<file path="config.mk">
export PLATFORM = sky130hd
export DESIGN_NAME = serial_subtractor
export DESIGN_NICKNAME = d
export VERILOG_FILES = /design/src/rtl/serial_subtractor.sv
export SDC_FILE = /design/constraint.sdc
export NUM_CORES = 1
export LEC_CHECK = 0
export BUFFER_PORTS_ARGS = -buffer_cell sky130_fd_sc_hd__buf_2
export CAP_MARGIN = 0
export CORE_ASPECT_RATIO = 2
export CORE_MARGIN = 2
export CORE_UTILIZATION = 39
export DETAILED_ROUTE_END_ITERATION = 6
export MAX_ROUTING_LAYER = met4
export PLACE_DENSITY = 0.64
export SYNTH_ARGS = -nofsm -noshare
export SYNTH_HDL_FRONTEND = slang
export SYNTH_SLANG_ARGS = --single-unit
export TNS_END_PERCENT = 10
</file>
<file path="constraint.sdc">
create_clock -name Clk -period 1.65 [get_ports Clk]
set_input_delay 0.165 -clock Clk [delete_from_list [all_inputs] [get_ports Clk]]
set_output_delay 0.165 -clock Clk [all_outputs]
set_load 0.02 [all_outputs]
</file>
<file path="src/rtl/serial_subtractor.sv">
// Bit-serial subtractor: D = A - B - Bin, one bit per clock, LSB first.
// Define SERSUB_OVF_EN to add the signed-overflow output Ovf.
module serial_subtractor #(
  parameter int unsigned WIDTH = 8
) (
  input  logic             Clk,
  input  logic             Rst,
  input  logic             Start,
  input  logic             Bin,
  input  logic [WIDTH-1:0] A,
  input  logic [WIDTH-1:0] B,
  output logic             Busy,
  output logic             Done,
  output logic [WIDTH-1:0] D,
  output logic             Bout
`ifdef SERSUB_OVF_EN
  ,
  output logic             Ovf
`endif
);

  localparam int unsigned CW = $clog2(WIDTH) + 1;

  typedef enum logic [1:0] {IDLE, SHIFT, DONE} state_t;

  state_t           state, state_nxt;
  logic [WIDTH-1:0] sa, sb, pd;
  logic             br;
  logic [CW-1:0]    cnt;
  logic             dbit, br_nxt, last;

  always_comb begin
    dbit   = sa[0] ^ sb[0] ^ br;
    br_nxt = (~sa[0] & sb[0]) | (~(sa[0] ^ sb[0]) & br);
    last   = (cnt == CW'(WIDTH - 1));
  end

  always_ff @(posedge Clk) begin
    if (Rst) state <= IDLE;
    else     state <= state_nxt;
  end

  always_comb begin
    state_nxt = state;
    Busy      = 1'b0;
    Done      = 1'b0;
    case (state)
      IDLE:  if (Start) state_nxt = SHIFT;
      SHIFT: begin
        Busy = 1'b1;
        if (last) state_nxt = DONE;
      end
      DONE: begin
        Busy      = 1'b1;
        Done      = 1'b1;
        state_nxt = IDLE;
      end
      default: state_nxt = IDLE;
    endcase
  end

  always_ff @(posedge Clk) begin
    if (Rst) begin
      sa   <= '0;
      sb   <= '0;
      pd   <= '0;
      br   <= 1'b0;
      cnt  <= '0;
      D    <= '0;
      Bout <= 1'b0;
`ifdef SERSUB_OVF_EN
      Ovf  <= 1'b0;
`endif
    end else begin
      case (state)
        IDLE: if (Start) begin
          sa  <= A;
          sb  <= B;
          br  <= Bin;
          cnt <= '0;
          pd  <= '0;
        end
        SHIFT: begin
          sa  <= sa >> 1;
          sb  <= sb >> 1;
          br  <= br_nxt;
          pd  <= {dbit, pd[WIDTH-1:1]};
          cnt <= cnt + CW'(1);
          // Result is committed from the shifted-in value so D is final on this same edge.
          if (last) begin
            D    <= {dbit, pd[WIDTH-1:1]};
            Bout <= br_nxt;
`ifdef SERSUB_OVF_EN
            Ovf  <= br ^ br_nxt;
`endif
          end
        end
        default: ;
      endcase
    end
  end

endmodule

</file>
==> Yosys cells after proc, flatten, opt, wreduce, memory -nomap -nowiden <==
Index checks and enable logic that the tools add are counted.
{ "op_classes": {"n_addsub": 1, "n_mul": 0, "div_mod_pow": 0, "n_lt_le_gt_ge": 0, "eq_ne": 5, "shifts": 0, "n_mux": 15, "bitwise_logic": 7, "n_reduce_logical": 6} }
{ "ops": {"columns": ["cell", "n"], "rows": [
  ["case mux 8 bit (2 select lines)", 3],
  ["2-to-1 mux 8 bit", 3],
  ["case mux 4 bit (2 select lines)", 1],
  ["AND reduction 2 bit", 3],
  ["adder 4 x 1 -> 4 bit, second input constant", 1],
  ["== test 4 x 3 -> 1 bit, second input constant", 1],
  ["2-to-1 mux 2 bit", 2],
  ["2-to-1 mux 4 bit", 1],
  ["inequality test 2 bit, second input constant", 2],
  ["case mux 2 bit (2 select lines)", 1],
  ["2-to-1 mux 1 bit", 3],
  ["AND 1 bit", 2],
  ["== test 2 x 1 -> 1 bit, second input constant", 1],
  ["== test 2 bit, second input constant", 1],
  ["logical NOT 2 bit", 1],
  ["inverter 1 bit", 2],
  ["case mux 1 bit (2 select lines)", 1],
  ["nonzero test 2 bit", 1],
  ["OR reduction 2 bit", 1],
  ["XOR 1 bit", 2],
  ["OR 1 bit", 1]
]} }
{ "word_totals": {"ff_bits": 40, "latch_bits": 0, "mem_bits_rw": 0, "mem_bits_ro": 0, "in_bits": 20, "out_inout_bits": 11, "wordCells": 42, "n_memories": 0} }

==> Longest topological paths before layout <==
Gate-level depths: netlist of the first run.
{ "depth": {"word_depth": 5, "depth_mapped": 7, "ltp_nobuf": 5} }

==> Worst setup path before layout of the first run <==
No wires, ideal clock.
{ "synth_path": {"path_kind": "register to register", "start": "register state[1]", "end": "register sa[0]", "setup_ps": 143, "t_arrival_ps": 1264, "required_time_ps": 1507, "path_slack_ps": 243, "stages_incl_launch_ff": 8, "n_path_buf": 2, "period_less_slack_ps": 1407, "cell_sequence": "dfxtp_1 -> inv_1 -> ha_1 -> buf_6 -> mux2_4 -> buf_12 -> nor2_2 -> a211oi_2"} }
{ "synth_via": {"elab_chain_len": 3, "word_cells_on_any_way": 6, "classes_between": "2 x eq/ne; 1 x mux; 3 x reduce/logical"} }
{ "synth_rtl": {"columns": ["element", "line_no", "rtl"], "rows": [
  ["start: declaration", "26", "state_t state, state_nxt;"],
  ["start signal: assignment", "40", "else state <= state_nxt;"],
  ["== test 2 x 1 -> 1 bit or logical NOT 2 bit (tied branches)", "75", "case (state)"],
  ["nonzero test 2 bit (no line) or inequality test 2 bit (tied branches)", null, null],
  ["AND reduction 2 bit (no line)", null, null],
  ["end signal: assignment", "84", "sa <= sa >> 1;"],
  ["end: declaration", "27", "logic [WIDTH-1:0] sa, sb, pd;"]
]} }
Parallel ways exist; a longest one is shown, timed or not.
A chain may end at the register's enable or synchronous reset.

==> Worst setup path after layout of the first run <==
{ "layout_path": {"start": "register state[0]", "end": "register sb[1]"} }
{ "layout_via": {"elab_chain_len": 3, "word_cells_on_any_way": 6, "classes_between": "2 x eq/ne; 1 x mux; 3 x reduce/logical"} }
{ "layout_rtl": {"columns": ["element", "line_no", "rtl"], "rows": [
  ["== test 2 x 1 -> 1 bit or logical NOT 2 bit (tied branches)", "75", null],
  ["nonzero test 2 bit (no line) or inequality test 2 bit (tied branches)", null, null],
  ["AND reduction 2 bit (no line)", null, null],
  ["end signal: assignment", "85", "sb <= sb >> 1;"],
  ["end: declaration", "27", null]
]} }
Parallel ways exist; a longest one is shown, timed or not.

==> qor.txt, run 1 <==
CTS tree = done
mux cell area share after synthesis = 0.0951
CTS Hold Bufs = 0
WHS = 148 ps
Worst setup EP type = flip-flop
worst slew pin tran = 378 ps
ANT nets after route = 0
Worst Hold Class = in -> reg
count of cell types in the netlist = 35
ys async rst share = 0
Core Region = 4600 sq um
adder-cell share of the synthesized area = 0.0378
initial cell density of the core = 0.404
Max clock buf depth = 2
maximum vdd ir drop = 1.04 mV
Lkg Pwr = 0.827 nW
Yosys Warn Count = 0
DRT Pass-1 Iters = 4
vias in the first global route = 1398
Worst EP required = 1820 ps
non-filler instance count after layout = 269
diode count = 0
clk slew on worst S/H paths = 80 ps
Overflow after GRT = 0
Mapped Cells = 184
Final setup violation count = 0
Via Count = 1417
Worst Hold End = sa[7]
xor-xnor portion of the synthesized cell area = 0
Ports = 31
R2R setup slack = 90 ps
RePlAce Congestion = 0.766
max-slew violation count = 0
dpl cells = 262
via/cell ratio = 5.27
largest family of logic cells by synthesized area = compound AO/OA/AOI/OAI gates
RSZ-0062 raised after global routing = false
first-pass GRT wire length = 6090 microns
GRT Overall Usage = 0.158
wire per inst = 13.4 microns
drt total wl = 3610 microns
Fmax = 641 MHz
Inserted Clock Buffers = 5
Post-CTS Repair Setup Buffers = 0
Relative slew margins = 0.747
die width = 52.8 microns
worst path arrival time = 1730 ps
crit path kind = reg -> reg
Hold Path Stages = 3
# DRC = 0
area growth from synthesis to layout = 13.9%
fraction of layout cells with a size suffix above 1 = 0.346
clk sinks = 39
die area = 5360 sq um
r2r worst-path depth = 5
fin nets = 239
main flop type after synthesis = dfxtp_1
worst r2r dst = sb[1]
Hold Startpoint = A[7]
Compound-Gate Fraction of Synth Area = 0.201
Fin Clk Skew = 7.79 ps
top cell type's share of synthesized area = 0.421
status = complete, no violations
crit path time final = 1560 ps
Net Count, Synth = 209
1st-iter DRT viols = 10
largest net degree at the start of global routing = 33
worst r2r src = state[0]
Synth Register Bits = 39
startpoint types = flip-flop
synth top area cells = dfxtp_1, a211oi_2, mux2i_1
Die Span Y = 102 microns
Detailed Place HPWL = 2640 microns
Tcrit/Tclk final = 0.946
Final TNS setup = 0 ps
CTS HTree Levels = 2
# rows = 35
Netlist Area Pre-Place = 1860 sq um
Yosys top cell by area = dfxtp_1
root buffer cell = clkbuf_8
syn avg cell area = 10.1 sq um
initial antenna violation count = 0
endpoints failing hold = 0
# port buffers = 30
CP max FO = 32
clk_lat worst skew = 290 ps
Pwr per Cell Area = 1170 nW/um^2
Synth top cells by count = dfxtp_1, nand2_1, a211oi_2, mux2i_1, a21oi_1
Post-synth EDFFs = 0
Seq/Total Area, Yosys = 0.421
simple-gate share of the synthesized area = 0.163
most common cell in the netlist = dfxtp_1
max_cap viols = 0
registers in the layout (all words and copies together), names as in the netlist:
register and count:
state 2, sa 8, D 8, cnt 4
pd 7, Bout 1, br 1, sb 8
critical path: stages, from the launching register on:
cell and delay (ps):
dfxtp_1 320, inv_1 90, ha_1 280, mux2_8 520, nor2_1 170, a211oi_2 60
power by group:
group,total [mW],internal [mW],leakage (nW),switching [mW]
clock network,0.758,0.443,0.0513,0.315
logic,0.623,0.268,0.457,0.355
registers,1.08,1.03,0.318,0.0552
total,2.46,1.74,0.827,0.725
metal layers:
layer / global-route usage / part of all wire / vias to the layer above
met5: - / 0 / -
met4: 0.0651 / 0.012 / 0
met3: 0.0413 / 0.029 / 4
met2: 0.271 / 0.56 / 17
met1: 0.165 / 0.40 / 687
li1: - / - / 709
worst max path at each step:
stage / start / endpoint / slack [ps] / depth (start not counted)
2_1_floorplan: state[1] / sa[0] / 240 / 7
3_3_place_gp: state[1] / sb[0] / 120 / 5
3_5_place_dp: state[1] / sb[1] / 40 / 5
4_1_cts: state[0] / sb[1] / 30 / 5
5_1_grt: state[0] / sb[0] / 20 / 5
6_report: state[0] / sb[1] / 90 / 5
through the flow:
step           total power [mW]  setup WS (ps)  area (sq um)  utilization
2_1_floorplan              1.65            243          1860            -
3_3_place_gp               1.71            117          2000        0.434
3_5_place_dp               1.72           42.6          2000        0.434
4_1_cts                    2.49           27.4          2100        0.457
5_1_grt                    2.61           24.3          2110        0.460
6_report                   2.46           89.3          2110        0.460
cell usage in the layout, fill, tap and decap left out, types with 7 or more instances in the layout:
master / instances
dfxtp_1: 39
nor2_1: 12
mux2i_1: 15
buf_2: 30
a211oi_2: 15
a21oi_1: 14
nand2_1: 19
a32oi_1: 8
nor2_2: 13
buf_4: 7
final cells by class:
class | count | area, sq um
fill | 476 | 2480
sequential | 39 | 781
tap | 55 | 68.8
inverter | 6 | 22.5
timing repair buffer | 37 | 203
multi-input combinational | 125 | 936
clock buffer | 6 | 72.6
clock inverter | 1 | 30.0
logic make-up (layout without fill, tap and decap cells):
family | count (synthesis) | after routing
mux | 17 | 17
buf+inv | 20 | 50
simple gates | 59 | 59
flops | 39 | 39
compound gates | 44 | 44
fa+ha+maj | 5 | 5
repair_timing:
action | 4_1_cts | 5_1_grt
hold endpoints to repair | 0 | 0
endpoints found under the setup margin | 0 | 17
gates resized for setup | 0 | 2
(Power assumes the default switching activity.)
==> run 2, diff against run 1 <==
--- a/config.mk
+++ b/config.mk
@@ -5,6 +5,7 @@
 export SDC_FILE = /design/constraint.sdc
 export NUM_CORES = 1
 export LEC_CHECK = 0
+export ABC_AREA = 1
 export BUFFER_PORTS_ARGS = -buffer_cell sky130_fd_sc_hd__buf_2
 export CAP_MARGIN = 0
 export CORE_ASPECT_RATIO = 2
==> qor.txt, run 2 <==
Compound-Gate Fraction of Synth Area = 0.138
Post-synth EDFFs = 0
simple-gate share of the synthesized area = 0.303
Hold Startpoint = A[7]
count of cell types in the netlist = 21
die width = 51.7 microns
vias in the first global route = 1528
Pwr per Cell Area = 1180 nW/um^2
design area = 2090 sq um
maximum vdd ir drop = 0.851 mV
most common cell in the netlist = nand2_1
xor-xnor portion of the synthesized cell area = 0
Post-CTS Resized = 0
Ports = 31
max-slew violation count = 0
commonest non-fill, non-tap cell in the layout = nand2_1
GRT Overall Usage = 0.167
largest net degree at the start of global routing = 27
Hold Path Stages = 3
area taken by multi-input logic gates = 855 sq um
first-pass GRT wire length = 6440 microns
Synth Register Bits = 39
crit path time final = 1480 ps
worst path arrival time = 1700 ps
synth top area cells = dfxtp_1, nand2_1, nor2_1
net switching fraction of the power = 0.274
dpl ws = 180 ps
Final setup violation count = 0
WHS = 132 ps
fin worst setup slack = 175 ps
CTS tree = done
Lkg Pwr = 0.940 nW
Post-CTS Repair Setup Buffers = 0
Logic pwr share = 0.190
Detailed Place HPWL = 2590 microns
RePlAce Congestion = 0.774
Tcrit/Tclk final = 0.894
biggest registers after layout = D x8, sa x8, sb x8
internal power = 1.79 mW
fin nets = 297
crit path kind = reg -> reg
Fin Clk Skew = 8.23 ps
initial antenna violation count = 0
clk_lat worst skew = 290 ps
CP max FO = 26
RSZ-0062 raised after global routing = false
clk sinks = 39
drt total wl = 3660 microns
Net Count, Synth = 266
Reg area = 781 sq um
fillers = 490
Yosys Warn Count = 0
worst slew pin tran = 523 ps
clock share of power = 0.380
clk slew on worst S/H paths = 80 ps
mux cell area share after synthesis = 0
switching power = 0.675 mW
Final TNS setup = 0 ps
main flop type after synthesis = dfxtp_1
root buffer cell = clkbuf_8
Worst EP required = 1870 ps
Relative slew margins = 0.651
Overflow after GRT = 0
Netlist Area Pre-Place = 1780 sq um
adder-cell share of the synthesized area = 0.0394
initial cell density of the core = 0.406
sequential power share = 0.430
diode count = 0
Mapped Cells = 241
post-placement cell area = 1960 sq um
worst r2r src = state[0]
via/cell ratio = 4.73
endpoints failing hold = 0
# port buffers = 30
wire per inst = 11.2 microns
CTS HTree Levels = 2
Max clock buf depth = 2
max_cap viols = 0
Setup crit start = state[0]
most frequent cells in the layout = nand2_1, dfxtp_1, nor2_1, buf_2, a21oi_1
syn avg cell area = 7.38 sq um
area growth from synthesis to layout = 17.5%
Core Region = 4380 sq um
Worst setup EP type = flip-flop
startpoint types = flip-flop
ys async rst share = 0
Fmax = 678 MHz
Seq/Total Area, Yosys = 0.439
largest family of logic cells by synthesized area = simple AND/OR/NAND/NOR gates
die area = 5150 sq um
Inserted Clock Buffers = 5
1st-iter DRT viols = 42
Via Count = 1546
top cell type's share of synthesized area = 0.439
# rows = 34
ANT nets after route = 0
Synth top cells by count = nand2_1, dfxtp_1, nor2_1
Die Span Y = 99.5 microns
# DRC = 0
DRT Pass-1 Iters = 4
r2r worst-path depth = 8
Yosys top cell by area = dfxtp_1
Worst Hold Class = in -> reg
fraction of layout cells with a size suffix above 1 = 0.223
CTS Hold Bufs = 0
status = complete, no violations
run 2: logic make-up after synthesis:
family | count (synthesis)
simple gates | 130
compound gates | 43
flops | 39
buf+inv | 24
fa+ha+maj | 5
run 2: area by class of cell:
| cell class | count | share of cell area |
|---|---|---|
| clock buffer | 6 | 0.0347 |
| sequential | 39 | 0.374 |
| multi-input combinational | 178 | 0.409 |
| inverter | 13 | 0.0257 |
| clock inverter | 2 | 0.0287 |
| timing repair buffer | 35 | 0.0958 |
| tap | 54 | 0.0323 |
run 2: metrics by stage:
step                std cells   util  total power [mW]
floorplan                 241      -              1.46
global placement          319  0.447              1.55
detailed placement        319  0.447              1.55
CTS                       327  0.477              2.50
global route              327  0.477              2.60
finish                    327  0.477              2.46
run 2: final timing paths:
path                               to  slack, ps
worst max-delay path            sb[0]        170
worst min-delay path            sa[7]        130
worst max register to register  sb[0]        170
worst min register to register   D[6]        460
run 2: critical path, stage by stage, from the launching register on:
cell	delay [ps]
dfxtp_1	330
inv_1	100
ha_1	310
inv_2	70
nand2_2	80
nand2_4	100
inv_6	200
o21ai_0	100
a21oi_1	130
run 2: power by group through the flow:
stage	registers (mW)	clock network [mW]	logic (mW)
floorplan	1.07	0	0.395
finish	1.06	0.935	0.468
global route	1.07	0.998	0.535
CTS	1.06	0.963	0.475
detailed placement	1.08	0	0.471
global placement	1.08	0	0.467
run 2: layer usage:
layer / wire, microns / part of all wire / GRT usage
met5: 0 / 0 / -
met4: 72 / 0.020 / 0.0729
met3: 107 / 0.029 / 0.0360
met2: 2010 / 0.55 / 0.307
met1: 1470 / 0.40 / 0.160
